--- src/rtl/fir_err_monitor.sv ---
// fir_err_monitor: gathers error statistics between an approximate and an
// accurate FIR output stream over a run of n_samples accepted sample pairs.
//
// Ports
//   clk, rst          rising-edge clock, asynchronous active-high reset
//   clear             synchronous abort: returns to idle and zeroes everything
//   start, n_samples  begin a run of n_samples pairs (ignored while busy)
//   in_valid/in_ready pair handshake; appr/accu are the signed sample pair
//   busy, done        run active / run complete with stable statistics
//   cnt_err0          pairs with a nonzero error
//   cnt_err1          pairs whose [DATA_W-1:ER_THRESH] fields differ
//   sum_err           signed sum of (appr - accu)
//   sum_abs_accu      sum of |accu|
//   max_abs_err       largest |appr - accu| (FIR_ERR_MONITOR_MAX_ERR_EN only)
//
// Optional build macro: FIR_ERR_MONITOR_MAX_ERR_EN adds max_abs_err.
//
// Timing: a pair accepted at edge k is registered into stage 1 at k, moves to
// stage 2 at k+1 and is folded into the statistics at k+2. The run finishes
// on the edge that retires the last stage-2 entry, so done rises two cycles
// after the final accepted pair.

module fir_err_monitor #(
  parameter int unsigned DATA_W    = 32,
  parameter int unsigned CNT_W     = 32,
  parameter int unsigned ER_THRESH = 8,
  parameter int unsigned ACC_W     = DATA_W + CNT_W + 1
) (
  input  logic                    clk,
  input  logic                    rst,
  input  logic                    clear,
  input  logic                    start,
  input  logic [CNT_W-1:0]        n_samples,
  input  logic                    in_valid,
  output logic                    in_ready,
  input  logic [DATA_W-1:0]       appr,
  input  logic [DATA_W-1:0]       accu,
  output logic                    busy,
  output logic                    done,
  output logic [CNT_W-1:0]        cnt_err0,
  output logic [CNT_W-1:0]        cnt_err1,
  output logic signed [ACC_W-1:0] sum_err,
  output logic [ACC_W-1:0]        sum_abs_accu
`ifdef FIR_ERR_MONITOR_MAX_ERR_EN
  ,
  output logic [DATA_W:0]         max_abs_err
`endif
);

  // Error width: one extra bit so appr - accu and |most-negative| are exact.
  localparam int unsigned EW = DATA_W + 1;
  localparam int unsigned XW = ACC_W - EW;

  typedef enum logic [1:0] {
    IDLE  = 2'd0,
    RUN   = 2'd1,
    DRAIN = 2'd2,
    DONE  = 2'd3
  } state_t;

  state_t           state, state_d;
  logic             in_ready_d, busy_d, done_d;
  logic             start_acc, accept;

  logic [CNT_W-1:0] n_cap;
  logic [CNT_W-1:0] acc_cnt;

  // Stage-1 combinational terms from the live input pair
  logic [EW-1:0]    appr_x, accu_x;
  logic [EW-1:0]    err_c;
  logic [EW-1:0]    abs_accu_c;
  logic             f0_c, f1_c;

  // Stage 1 registers
  logic             s1_v;
  logic [EW-1:0]    s1_err;
  logic [EW-1:0]    s1_abs_accu;
  logic             s1_f0, s1_f1;

  // Stage 2 registers
  logic             s2_v;
  logic [EW-1:0]    s2_err;
  logic [EW-1:0]    s2_abs_accu;
  logic             s2_f0, s2_f1;

`ifdef FIR_ERR_MONITOR_MAX_ERR_EN
  logic [EW-1:0]    abs_err_c;
  logic [EW-1:0]    s1_abs_err;
  logic [EW-1:0]    s2_abs_err;
`endif

  // Next-state, handshake and registered-output decode
  always_comb begin
    state_d    = state;
    start_acc  = 1'b0;
    accept     = 1'b0;
    in_ready_d = 1'b0;
    busy_d     = 1'b0;
    done_d     = 1'b0;

    case (state)
      IDLE, DONE: begin
        if (start) begin
          start_acc = 1'b1;
          state_d   = (n_samples == '0) ? DONE : RUN;
        end
      end
      RUN: begin
        if (in_valid && in_ready) begin
          accept = 1'b1;
          if (acc_cnt == n_cap - CNT_W'(1)) begin
            state_d = DRAIN;
          end
        end
      end
      DRAIN: begin
        // Stage 1 empty means the last entry sits in stage 2 and retires now.
        if (!s1_v) begin
          state_d = DONE;
        end
      end
      default: state_d = IDLE;
    endcase

    if (clear) begin
      state_d   = IDLE;
      start_acc = 1'b0;
      accept    = 1'b0;
    end

    in_ready_d = (state_d == RUN);
    busy_d     = (state_d == RUN) || (state_d == DRAIN);
    done_d     = (state_d == DONE);
  end

  // State register and registered status outputs
  always_ff @(posedge clk or posedge rst) begin
    if (rst) begin
      state    <= IDLE;
      in_ready <= 1'b0;
      busy     <= 1'b0;
      done     <= 1'b0;
    end else begin
      state    <= state_d;
      in_ready <= in_ready_d;
      busy     <= busy_d;
      done     <= done_d;
    end
  end

  // Run length capture and accepted-pair counter
  always_ff @(posedge clk or posedge rst) begin
    if (rst) begin
      n_cap   <= '0;
      acc_cnt <= '0;
    end else if (clear) begin
      n_cap   <= '0;
      acc_cnt <= '0;
    end else if (start_acc) begin
      n_cap   <= n_samples;
      acc_cnt <= '0;
    end else if (accept) begin
      acc_cnt <= acc_cnt + CNT_W'(1);
    end
  end

  // Sign-extended error and magnitudes; negation never overflows at EW bits
  always_comb begin
    appr_x     = {appr[DATA_W-1], appr};
    accu_x     = {accu[DATA_W-1], accu};
    err_c      = appr_x - accu_x;
    abs_accu_c = accu_x[EW-1] ? (EW'(0) - accu_x) : accu_x;
    f0_c       = (err_c != '0);
    f1_c       = (appr[DATA_W-1:ER_THRESH] != accu[DATA_W-1:ER_THRESH]);
  end

`ifdef FIR_ERR_MONITOR_MAX_ERR_EN
  assign abs_err_c = err_c[EW-1] ? (EW'(0) - err_c) : err_c;
`endif

  // Stage 1: capture the accepted pair's derived terms
  always_ff @(posedge clk or posedge rst) begin
    if (rst) begin
      s1_v        <= 1'b0;
      s1_err      <= '0;
      s1_abs_accu <= '0;
      s1_f0       <= 1'b0;
      s1_f1       <= 1'b0;
    end else if (clear) begin
      s1_v        <= 1'b0;
    end else begin
      s1_v <= accept;
      if (accept) begin
        s1_err      <= err_c;
        s1_abs_accu <= abs_accu_c;
        s1_f0       <= f0_c;
        s1_f1       <= f1_c;
      end
    end
  end

  // Stage 2: operand register feeding the accumulators
  always_ff @(posedge clk or posedge rst) begin
    if (rst) begin
      s2_v        <= 1'b0;
      s2_err      <= '0;
      s2_abs_accu <= '0;
      s2_f0       <= 1'b0;
      s2_f1       <= 1'b0;
    end else if (clear) begin
      s2_v        <= 1'b0;
    end else begin
      s2_v <= s1_v;
      if (s1_v) begin
        s2_err      <= s1_err;
        s2_abs_accu <= s1_abs_accu;
        s2_f0       <= s1_f0;
        s2_f1       <= s1_f1;
      end
    end
  end

`ifdef FIR_ERR_MONITOR_MAX_ERR_EN
  // Magnitude of the error travels alongside the other stage terms
  always_ff @(posedge clk or posedge rst) begin
    if (rst) begin
      s1_abs_err <= '0;
      s2_abs_err <= '0;
    end else begin
      if (accept) begin
        s1_abs_err <= abs_err_c;
      end
      if (s1_v) begin
        s2_abs_err <= s1_abs_err;
      end
    end
  end
`endif

  // Statistics: zeroed by clear or an accepted start, updated only by a
  // valid stage-2 entry, otherwise held (including throughout DONE)
  always_ff @(posedge clk or posedge rst) begin
    if (rst) begin
      cnt_err0     <= '0;
      cnt_err1     <= '0;
      sum_err      <= '0;
      sum_abs_accu <= '0;
    end else if (clear || start_acc) begin
      cnt_err0     <= '0;
      cnt_err1     <= '0;
      sum_err      <= '0;
      sum_abs_accu <= '0;
    end else if (s2_v) begin
      cnt_err0     <= cnt_err0 + CNT_W'(s2_f0);
      cnt_err1     <= cnt_err1 + CNT_W'(s2_f1);
      sum_err      <= sum_err + $signed({{XW{s2_err[EW-1]}}, s2_err});
      sum_abs_accu <= sum_abs_accu + {{XW{1'b0}}, s2_abs_accu};
    end
  end

`ifdef FIR_ERR_MONITOR_MAX_ERR_EN
  // Running maximum of |error|
  always_ff @(posedge clk or posedge rst) begin
    if (rst) begin
      max_abs_err <= '0;
    end else if (clear || start_acc) begin
      max_abs_err <= '0;
    end else if (s2_v && (s2_abs_err > max_abs_err)) begin
      max_abs_err <= s2_abs_err;
    end
  end
`endif

endmodule

--- config.mk ---
export PLATFORM = sky130hd
export DESIGN_NAME = fir_err_monitor
export DESIGN_NICKNAME = d
export VERILOG_FILES = /design/src/rtl/fir_err_monitor.sv
export SDC_FILE = /design/constraint.sdc
export NUM_CORES = 1
export LEC_CHECK = 0
export CAP_MARGIN = 20
export CORE_ASPECT_RATIO = 1.25
export CORE_UTILIZATION = 30
export CTS_CLUSTER_DIAMETER = 200
export CTS_CLUSTER_SIZE = 24
export DETAILED_ROUTE_END_ITERATION = 16
export PLACE_DENSITY = 0.52
export RECOVER_POWER = 50
export SYNTH_ARGS = -nofsm -noshare
export SYNTH_HDL_FRONTEND = slang
export SYNTH_SLANG_ARGS = --single-unit
--- constraint.sdc ---
create_clock -name clk -period 18.3 [get_ports clk]
set_input_delay 2.745 -clock clk [delete_from_list [all_inputs] [get_ports clk]]
set_output_delay 2.745 -clock clk [all_outputs]
set_load 0.01 [all_outputs]
==> impl_metrics.env, run 1 <==
export IMPL_outcome="finished with violations"
export IMPL_violations="capacitance limit, slew limit"
export IMPL_grt_pass1_wl_mm=125
export IMPL_cp_start_kind="input pin"
export IMPL_power_density_nw_per_um2=76.3
export IMPL_drv_slew=441
export IMPL_postCtsHoldBufs=0
export IMPL_netlist_area_um2=25400
export IMPL_yosysTopAreaCellShare_pct=39.5
export IMPL_synth_cell_types=95
export IMPL_cts_resized=0
export IMPL_area_delta_synth_final_pct=18.2
export IMPL_gp_congestion=0.917
export IMPL_ant_nets=0
export IMPL_vdd_drop_max_mv=0.0602
export IMPL_synth_edf_count=0
export IMPL_max_cap_violations=8
export IMPL_synth_adder_area_share_pct=7.13
export IMPL_syn_inst=2809
export IMPL_final_common_cell="dfrtp_1"
export IMPL_die_w_um=262
export IMPL_switchingPower_uw=816
export IMPL_worstSetupPathType="input pin to asynchronous set/reset pin"
export IMPL_die_area_um2=85900
export IMPL_cts_buffer_depth=3
export IMPL_drc=0
export IMPL_fin_tns_setup_ps=0
export IMPL_arrival_ps=8710
export IMPL_fmax_mhz=123
export IMPL_dp_hpwl_mm=61.1
export IMPL_first_pass_iters=5
export IMPL_async_flop_share_pct=100
export IMPL_worstPathRequired_ps=18890
export IMPL_finalPower_mw=2.29
export IMPL_synth_compound_area_share_pct=17.7
export IMPL_fin_crit_sh_pct=44.4
export IMPL_rsz0062_at_grt="no"
export IMPL_synth_seq_cells=401
export IMPL_cts_tree="yes"
export IMPL_n_antenna_cell=0
export IMPL_path_clk_slew_ps=90
export IMPL_drt_iter0_markers=1241
export IMPL_cts_setup_buffers=0
export IMPL_comb_power_share_pct=29.3
export IMPL_portBuffers=297
export IMPL_synthFlopType="dfrtp_1"
export IMPL_root_buffer="clkbuf_16"
export IMPL_initial_core_util_pct=30.2
export IMPL_finalClockSkew_ps=22.4
export IMPL_nets=3287
export IMPL_core_um2=84100
export IMPL_grt_use_total_pct=18.4
export IMPL_setup_viol=0
export IMPL_grt_pass1_vias=21000
export IMPL_seq_power_share_pct=48.1
export IMPL_layout_common_cells="400 x dfrtp_1, 283 x nor2_1, 276 x nand2_1"
export IMPL_clk_latency_ps=570
export IMPL_relSlewSlack_pct=-303
export IMPL_holdCritPathClass="register to register"
export IMPL_yosys_area_top_type="dfrtp_1"
export IMPL_dr_total_vias=21500
export IMPL_muxShareOfSynthArea_pct=5.15
export IMPL_routed_wl_mm=80.6
export IMPL_netlist_top_cells_area="dfrtp_1 39%, ha_1 6.9%, xnor2_1 5.2%, nor2_1 4.2%, nand2_1 4.1%"
export IMPL_p_clk_share_pct=22.6
export IMPL_yosysSeqAreaShare_pct=39.5
export IMPL_hold_violations=0
export IMPL_switching_share_pct=35.6
export IMPL_synth_simple_area_share_pct=18.7
export IMPL_antenna_found_initial=0
export IMPL_overflow=0
export IMPL_via_per_inst=5.19
export IMPL_p_leak_nw=13.3
export IMPL_grt_start_max_net_pins=144
export IMPL_finalCriticalPeriod_ps=8120
export IMPL_h_tree_depth=1
export IMPL_synth_xor_area_share_pct=8.96
export IMPL_worst_pin_slew_ps=6010
export IMPL_yosys_warnings=0
export IMPL_num_io_pins=298
export IMPL_wire_per_inst_um=19.5
export IMPL_synth_nets=3053
export IMPL_worstPathMaxFanout=126
export IMPL_clock_sinks=401
export IMPL_rows=119
export IMPL_syn_area_per_cell_um2=9.05
export IMPL_drive_above_1_share_pct=4.96
export IMPL_die_h_um=327
export IMPL_cellInternalPower_mw=1.48
export IMPL_synth_top_family_by_area="simple AND/OR/NAND/NOR gates"
export IMPL_cts_made_buffers=20
export IMPL_end_kind="asynchronous set/reset pin"
[metrics by stage]
step           area [µm²]  hold slack (ps)  std cells  utilization, %  setup slack [ps]
2_1_floorplan       25400              438       2809               -              4400
3_3_place_gp        29600              459       4110            35.1             11530
3_5_place_dp        29600              466       4110            35.1             11570
4_1_cts             30100              488       4133            35.8             12190
5_1_grt             30000              501       4133            35.7              9050
6_report            30000              485       4133            35.7             10180
[routing by layer]
| layer | vias up | GRT usage [%] | part of all wire [%] |
|---|---|---|---|
| met5 | - | 0 | 0 |
| met4 | 0 | 4.53 | 2.2 |
| met3 | 76 | 2.71 | 4.2 |
| met2 | 400 | 32.0 | 49 |
| met1 | 10400 | 23.7 | 45 |
| li1 | 10600 | - | - |
[Yosys cell counts, drive strengths merged, types with 13 or more instances]
cell / instances
nor2b: 13
o31ai: 21
a21o: 55
or3: 34
nand3: 92
xnor2: 152
or4: 14
xor2: 108
o21bai: 19
inv: 90
nor4: 31
o21a: 19
and3: 38
mux2i: 52
a211oi: 24
o21ai: 203
nand2: 278
or2: 14
a21oi: 182
o211ai: 24
nor3: 64
mux2: 70
nor2: 285
a22o: 29
ha: 140
and2: 19
buf: 13
nand4: 63
clkbuf: 90
dfrtp: 401
a31oi: 18
[logic make-up after synthesis]
| family | count (synthesis) |
|---|---|
| compound gates | 698 |
| xor+xnor | 260 |
| fa+ha+maj | 143 |
| buf+inv | 194 |
| flops | 401 |
| mux | 122 |
| simple gates | 991 |
[area by class of cell]
cell class / count / area (µm²)
fill: 8712 / 54100
multi-input combinational: 2214 / 14700
sequential: 401 / 10000
timing repair buffer: 315 / 3100
tap: 1089 / 1360
clock buffer: 22 / 529
inverter: 91 / 343
clock inverter: 1 / 8.76
[state kept, by name, summed over array words and instances, names as in the netlist, 2 cells and up]
register,count
cnt_err0,32
s1_abs_accu,33
s2_abs_accu,33
sum_err,65
acc_cnt,32
s2_err,33
s1_err,33
sum_abs_accu,65
state,2
n_cap,32
cnt_err1,32
[path summary, 6_finish.rpt]
check                           from               to  slack, ps  cells after the start
max in group clk               clear      sum_err[57]      10830                      7
setup / recovery                 rst  s2_abs_accu[11]      10180                      4
setup reg to reg            state[0]      sum_err[57]      12800                      9
hold reg to reg            s1_err[0]        s1_err[0]        480                      2
hold / removal             s1_err[0]        s1_err[0]        480                      2
min in group asynchronous        rst      acc_cnt[30]       4510                      2
[power by group through the flow]
stage / registers [mW] / clock network, mW / logic, mW
final: 1.10 / 0.519 / 0.671
after CTS: 1.11 / 0.547 / 0.686
after floorplan: 1.08 / 0 / 0.497
after global routing: 1.12 / 0.574 / 0.752
after detailed placement: 1.12 / 0 / 0.681
after global placement: 1.12 / 0 / 0.681
[worst max-delay path: stages]
cell	delay [ps]
dlygate4sd3_1	540
clkinvlp_2	3310
buf_4	1100
buf_4	780
Note: power is estimated with default switching activity, not from simulation.
==> inputs of run 2 (changes only) <==
clock period = 8.3 ns   (was 18.3 ns; I/O delays follow)
==> run 2 against run 1 <==
  * The run still ends with capacitance limit, slew limit left
  * Final cell count hardly changed
  * Worst hold slack lost 2.7 ps
  * Die area unchanged
  * Global-route usage rose by 0.086 points
  * Non-clock buffer count grew 1
  * Clock skew increased by 6.6 ps
  * Total power increased by 120%
  * Routed wire length is essentially flat
  * First-iteration DRC count down 0.48%
  * Largest cell class unchanged
==> impl_metrics.env, run 2 (synthesis results as in run 1) <==
export IMPL_cts_setup_buffers=0
export IMPL_violations="capacitance limit, slew limit"
export IMPL_ant_nets=0
export IMPL_postCtsHoldBufs=0
export IMPL_layout_common_cells="400 x dfrtp_1, 283 x nor2_1, 276 x nand2_1"
export IMPL_cts_tree="yes"
export IMPL_h_tree_depth=1
export IMPL_regArea_um2=10000
export IMPL_drt_iter0_markers=1235
export IMPL_cp_start_kind="input pin"
export IMPL_critPathTopFamily="buffers and inverters"
export IMPL_fmax_mhz=175
export IMPL_cp_slowest_cell="clkbuf_1"
export IMPL_die_area_um2=85900
export IMPL_dr_total_vias=21600
export IMPL_drc=0
export IMPL_area_delta_synth_final_pct=18.2
export IMPL_portBuffers=297
export IMPL_fin_crit_sh_pct=69.0
export IMPL_grt_start_max_net_pins=139
export IMPL_cts_resized=0
export IMPL_max_cap_violations=7
export IMPL_finalCriticalPeriod_ps=5720
export IMPL_max_stage_delay_ps=2160
export IMPL_dp_hpwl_mm=61.4
export IMPL_n_antenna_cell=0
export IMPL_path_clk_slew_ps=100
export IMPL_startpoint="clear"
export IMPL_hold_violations=0
export IMPL_wire_per_inst_um=19.5
export IMPL_via_per_inst=5.23
export IMPL_first_pass_iters=5
export IMPL_grt_pass1_wl_mm=126
export IMPL_min_delay_start="s1_err[20]"
export IMPL_core_um2=84100
export IMPL_clock_sinks=401
export IMPL_worst_pin_slew_ps=3690
export IMPL_rsz0062_at_grt="no"
export IMPL_top_regs="sum_abs_accu x65, sum_err x65"
export IMPL_setup_viol=0
export IMPL_vdd_drop_max_mv=0.122
export IMPL_nets=3288
export IMPL_die_w_um=262
export IMPL_cts_made_buffers=20
export IMPL_antenna_found_initial=1
export IMPL_fillCellCount=8695
export IMPL_grt_use_total_pct=18.4
export IMPL_arrival_ps=6170
export IMPL_worstSetupPathType="input pin to register"
export IMPL_end_kind="register"
export IMPL_finalClockSkew_ps=29.0
export IMPL_final_common_cell="dfrtp_1"
export IMPL_num_io_pins=298
export IMPL_root_buffer="clkbuf_16"
export IMPL_worstPathMaxFanout=65
export IMPL_initial_core_util_pct=30.2
export IMPL_drv_slew=469
export IMPL_outcome="finished with violations"
export IMPL_clk_latency_ps=580
export IMPL_holdCritPathClass="register to register"
export IMPL_grt_pass1_vias=21300
export IMPL_fin_tns_setup_ps=0
export IMPL_relSlewSlack_pct=-146
export IMPL_overflow=0
export IMPL_final_core_util_pct=35.7
export IMPL_worstPathRequired_ps=8750
export IMPL_gp_congestion=0.881
export IMPL_path_cells="dlygate4sd3_1 -> nand2b_1 -> clkbuf_1 -> buf_4 -> o21ai_0 -> xor2_1 -> nor2_1"
export IMPL_routed_wl_mm=80.6
export IMPL_multi_input_area_um2=14700
export IMPL_drive_above_1_share_pct=4.99
export IMPL_die_h_um=327
export IMPL_timing_rr_start="state[0]"
export IMPL_rows=119
export IMPL_cp_num_buf_inv=3
export IMPL_power_density_nw_per_um2=167
export IMPL_p_leak_nw=12.9
export IMPL_cts_buffer_depth=3
-- run 2: changes by cell type in the layout (fill, tap and decap cells not counted), sizes merged --
| cell | change |
|---|---|
| clkbuf | +2 |
| clkdlybuf4s50 | +90 |
| dlygate4sd3 | -90 |
| clkinv | +1 |
| buf | -2 |
-- run 2: report_power, final --
part	leakage, nW	switching [mW]	internal [mW]
Combinational	7.17	0.907	0.584
Clock	0.259	0.675	0.442
Sequential	5.51	0.212	2.21
-- run 2: final timing paths --
path                       cells past startpoint  slack [ps]      endpoint
max reg2reg                                    9        3090  cnt_err1[10]
min in group asynchronous                      3        1260   acc_cnt[31]
min                                            2         480    s1_err[20]
max in group asynchronous                      4        2910          s2_v
max                                            7        2580  cnt_err1[10]
min reg2reg                                    2         480    s1_err[20]
-- run 2: tightest hold or removal path, cell delays in order, from the launching register on --
cell and delay [ps]:
dfrtp_1 340, nand2_1 50, o21ai_0 60
-- run 2: area by class of cell --
| cell class | count | share of cell area [%] |
|---|---|---|
| multi-input combinational | 2214 | 48.8 |
| sequential | 401 | 33.4 |
| timing repair buffer | 316 | 10.3 |
| tap | 1089 | 4.53 |
| clock buffer | 21 | 1.68 |
| inverter | 91 | 1.14 |
| clock inverter | 2 | 0.0833 |
-- run 2: through the flow --
step	power, mW	hold WS (ps)	std cells	setup WS (ps)	instance area (µm²)
2_1_floorplan	3.48	438	2809	1660	25400
3_3_place_gp	3.97	459	4111	3030	29600
3_5_place_dp	3.98	466	4111	3010	29600
4_1_cts	5.13	489	4134	3630	30100
5_1_grt	5.37	504	4134	1820	30000
6_report	5.03	482	4134	2580	30000
-- run 2: metal layers --
layer / part of all wire, % / routed length [µm] / track usage (%)
met1: 44 / 35400 / 23.4
met2: 49 / 39500 / 32.3
met5: 0.011 / 9 / 0
met4: 2.9 / 2310 / 5.49
met3: 4.2 / 3390 / 2.71
==> inputs of run 3 (changes only) <==
PLACE_DENSITY = 0.54   (was 0.52)
clock period = 4.65 ns   (was 8.3 ns; I/O delays follow)
==> run 3 against run 2 <==
  * The run still ends with capacitance limit, slew limit left
  * Global-route usage is 0.29 points lower
  * First-iteration DRC count is 13% higher
  * Final area is 0.63% higher
  * Count of clock-buffer cells in the layout is 1 higher
  * Utilization is 0.22 points higher
  * Critical path depth is 5 higher
  * Setup slack worse by 2100 ps
  * Via count is 0.67% lower
  * Die area stayed put
  * Sequential cell count stayed put
  * Largest cell class unchanged
  * Highest routed layer is now met4
==> impl_metrics.env, run 3 (synthesis results as in run 1) <==
export IMPL_path_clk_slew_ps=100
export IMPL_holdCritPathClass="register to register"
export IMPL_switchingPower_mw=3.17
export IMPL_rows=119
export IMPL_clock_sinks=401
export IMPL_worstSetupPathType="register to register"
export IMPL_final_common_cell="dfrtp_1"
export IMPL_cts_tree="yes"
export IMPL_cp_num_buf_inv=1
export IMPL_drt_iter0_markers=1392
export IMPL_outcome="finished with violations"
export IMPL_worstPathRequired_ps=5110
export IMPL_drive_above_1_share_pct=5.74
export IMPL_clk_latency_ps=570
export IMPL_first_pass_iters=5
export IMPL_cts_made_buffers=20
export IMPL_rsz0062_at_grt="no"
export IMPL_h_tree_depth=1
export IMPL_ant_nets=0
export IMPL_p_leak_nw=13.0
export IMPL_portBuffers=297
export IMPL_grt_pass1_vias=21000
export IMPL_comb_power_share_pct=29.7
export IMPL_root_buffer="clkbuf_16"
export IMPL_max_cap_violations=6
export IMPL_switching_share_pct=35.2
export IMPL_cts_buffer_depth=3
export IMPL_drc=0
export IMPL_end_kind="register"
export IMPL_fin_tns_setup_ps=0
export IMPL_gp_congestion=0.944
export IMPL_finalClockSkew_ps=20.5
export IMPL_max_stage_delay_ps=610
export IMPL_critPathTopFamily="simple AND/OR/NAND/NOR gates"
export IMPL_die_area_um2=85900
export IMPL_dpl_instance_area_um2=29800
export IMPL_arrival_ps=4630
export IMPL_finalCriticalPeriod_ps=4160
export IMPL_overflow=0
export IMPL_antenna_found_initial=1
export IMPL_initial_core_util_pct=30.2
export IMPL_hold_violations=0
export IMPL_final_core_util_pct=35.9
export IMPL_layout_common_cells="400 x dfrtp_1, 295 x clkdlybuf4s50_1, 283 x nor2_1"
export IMPL_violations="capacitance limit, slew limit"
export IMPL_worstPathMaxFanout=8
export IMPL_num_io_pins=298
export IMPL_area_delta_synth_final_pct=18.9
export IMPL_grt_use_total_pct=18.2
export IMPL_p_clk_share_pct=22.2
export IMPL_setup_viol=0
export IMPL_grt_pass1_wl_mm=124
export IMPL_wire_per_inst_um=19.2
export IMPL_n_antenna_cell=0
export IMPL_seq_power_share_pct=48.1
export IMPL_cp_slowest_cell="or4_4"
export IMPL_relSlewSlack_pct=-76.9
export IMPL_worst_pin_slew_ps=2650
export IMPL_cellInternalPower_mw=5.84
export IMPL_dp_hpwl_mm=60.9
export IMPL_fin_area_um2=30200
export IMPL_cts_setup_buffers=0
export IMPL_dr_total_vias=21500
export IMPL_routed_wl_mm=79.8
export IMPL_path_cells="or4_4 -> nor4_4 -> nand4_1 -> nor4_1 -> xnor2_1 -> o211ai_1 -> nor4_2 -> o211ai_1 -> nor4_2 -> o22ai_1 -> ha_1 -> inv_1"
export IMPL_postCtsHoldBufs=0
export IMPL_via_per_inst=5.17
export IMPL_cts_resized=0
export IMPL_cp_start_kind="register"
export IMPL_fmax_mhz=240
export IMPL_core_um2=84100
export IMPL_nets=3311
export IMPL_die_h_um=327
export IMPL_die_w_um=262
export IMPL_fin_crit_sh_pct=89.6
export IMPL_fillCellCount=8674
export IMPL_drv_slew=413
export IMPL_finalPower_mw=9.01
export IMPL_top_regs="sum_abs_accu x65, sum_err x65"
export IMPL_grt_start_max_net_pins=130
export IMPL_power_density_nw_per_um2=298
export IMPL_vdd_drop_max_mv=0.199
-- run 3: cell types whose count changed in the layout (fill, tap and decap cells not counted), sizes merged --
cell / delta
clkbuf: +2
clkinv: -1
buf: +22
clkdlybuf4s50: +33
dlygate4sd3: -33
-- run 3: layer usage --
layer	track usage, %	up-vias	wire (µm)
met3	2.55	97	3340
li1	-	10600	-
met1	23.2	10300	35400
met5	0	-	0
met4	6.10	0	2610
met2	31.3	410	38400
-- run 3: final cells by class --
cell class              instances  area [µm²]  area share (%)
multi-input cells            2214       14700            48.5
repair buffers                339        3280            10.9
flip-flops and latches        401       10000            33.2
clock buffers                  22         529            1.75
inverters                      91         343            1.13
well taps                    1089        1360            4.51
clock inverters                 1        8.76          0.0290
-- run 3: metrics by stage --
step	cells	worst slack [ps]	hold slack, ps
after CTS	4157	504	489
after detailed placement	4134	89.6	462
final	4157	485	483
after global placement	4134	47.1	458
after global routing	4157	159	514
after floorplan	2809	-1450	438
-- run 3: final timing paths --
check / depth (start not counted) / slack [ps] / end / from
setup / recovery: 12 / 490 / busy / n_cap[4]
min in group asynchronous: 2 / 770 / acc_cnt[6] / rst
hold / removal: 2 / 480 / s1_abs_accu[24] / s1_abs_accu[24]
max in group asynchronous: 3 / 780 / cnt_err1[14] / rst
hold reg to reg: 2 / 480 / s1_abs_accu[24] / s1_abs_accu[24]
setup reg to reg: 12 / 490 / busy / n_cap[4]
-- run 3: worst register-to-register path: stages, from the launching register on --
cell and delay [ps]:
dfrtp_1 460, or4_4 610, nor4_4 530, nand4_1 320, nor4_1 310, xnor2_1 170, o211ai_1 180, nor4_2 320
o211ai_1 160, nor4_2 410, o22ai_1 220, ha_1 350, inv_1 40
-- run 3: power by group through the flow --
stage          combinational (mW)  sequential, mW  clock (mW)
6_report                     2.68            4.34        2.00
5_1_grt                      2.99            4.41        2.21
4_1_cts                      2.72            4.35        2.11
3_5_place_dp                 2.71            4.42           0
3_3_place_gp                 2.70            4.42           0
2_1_floorplan                1.96            4.25           0
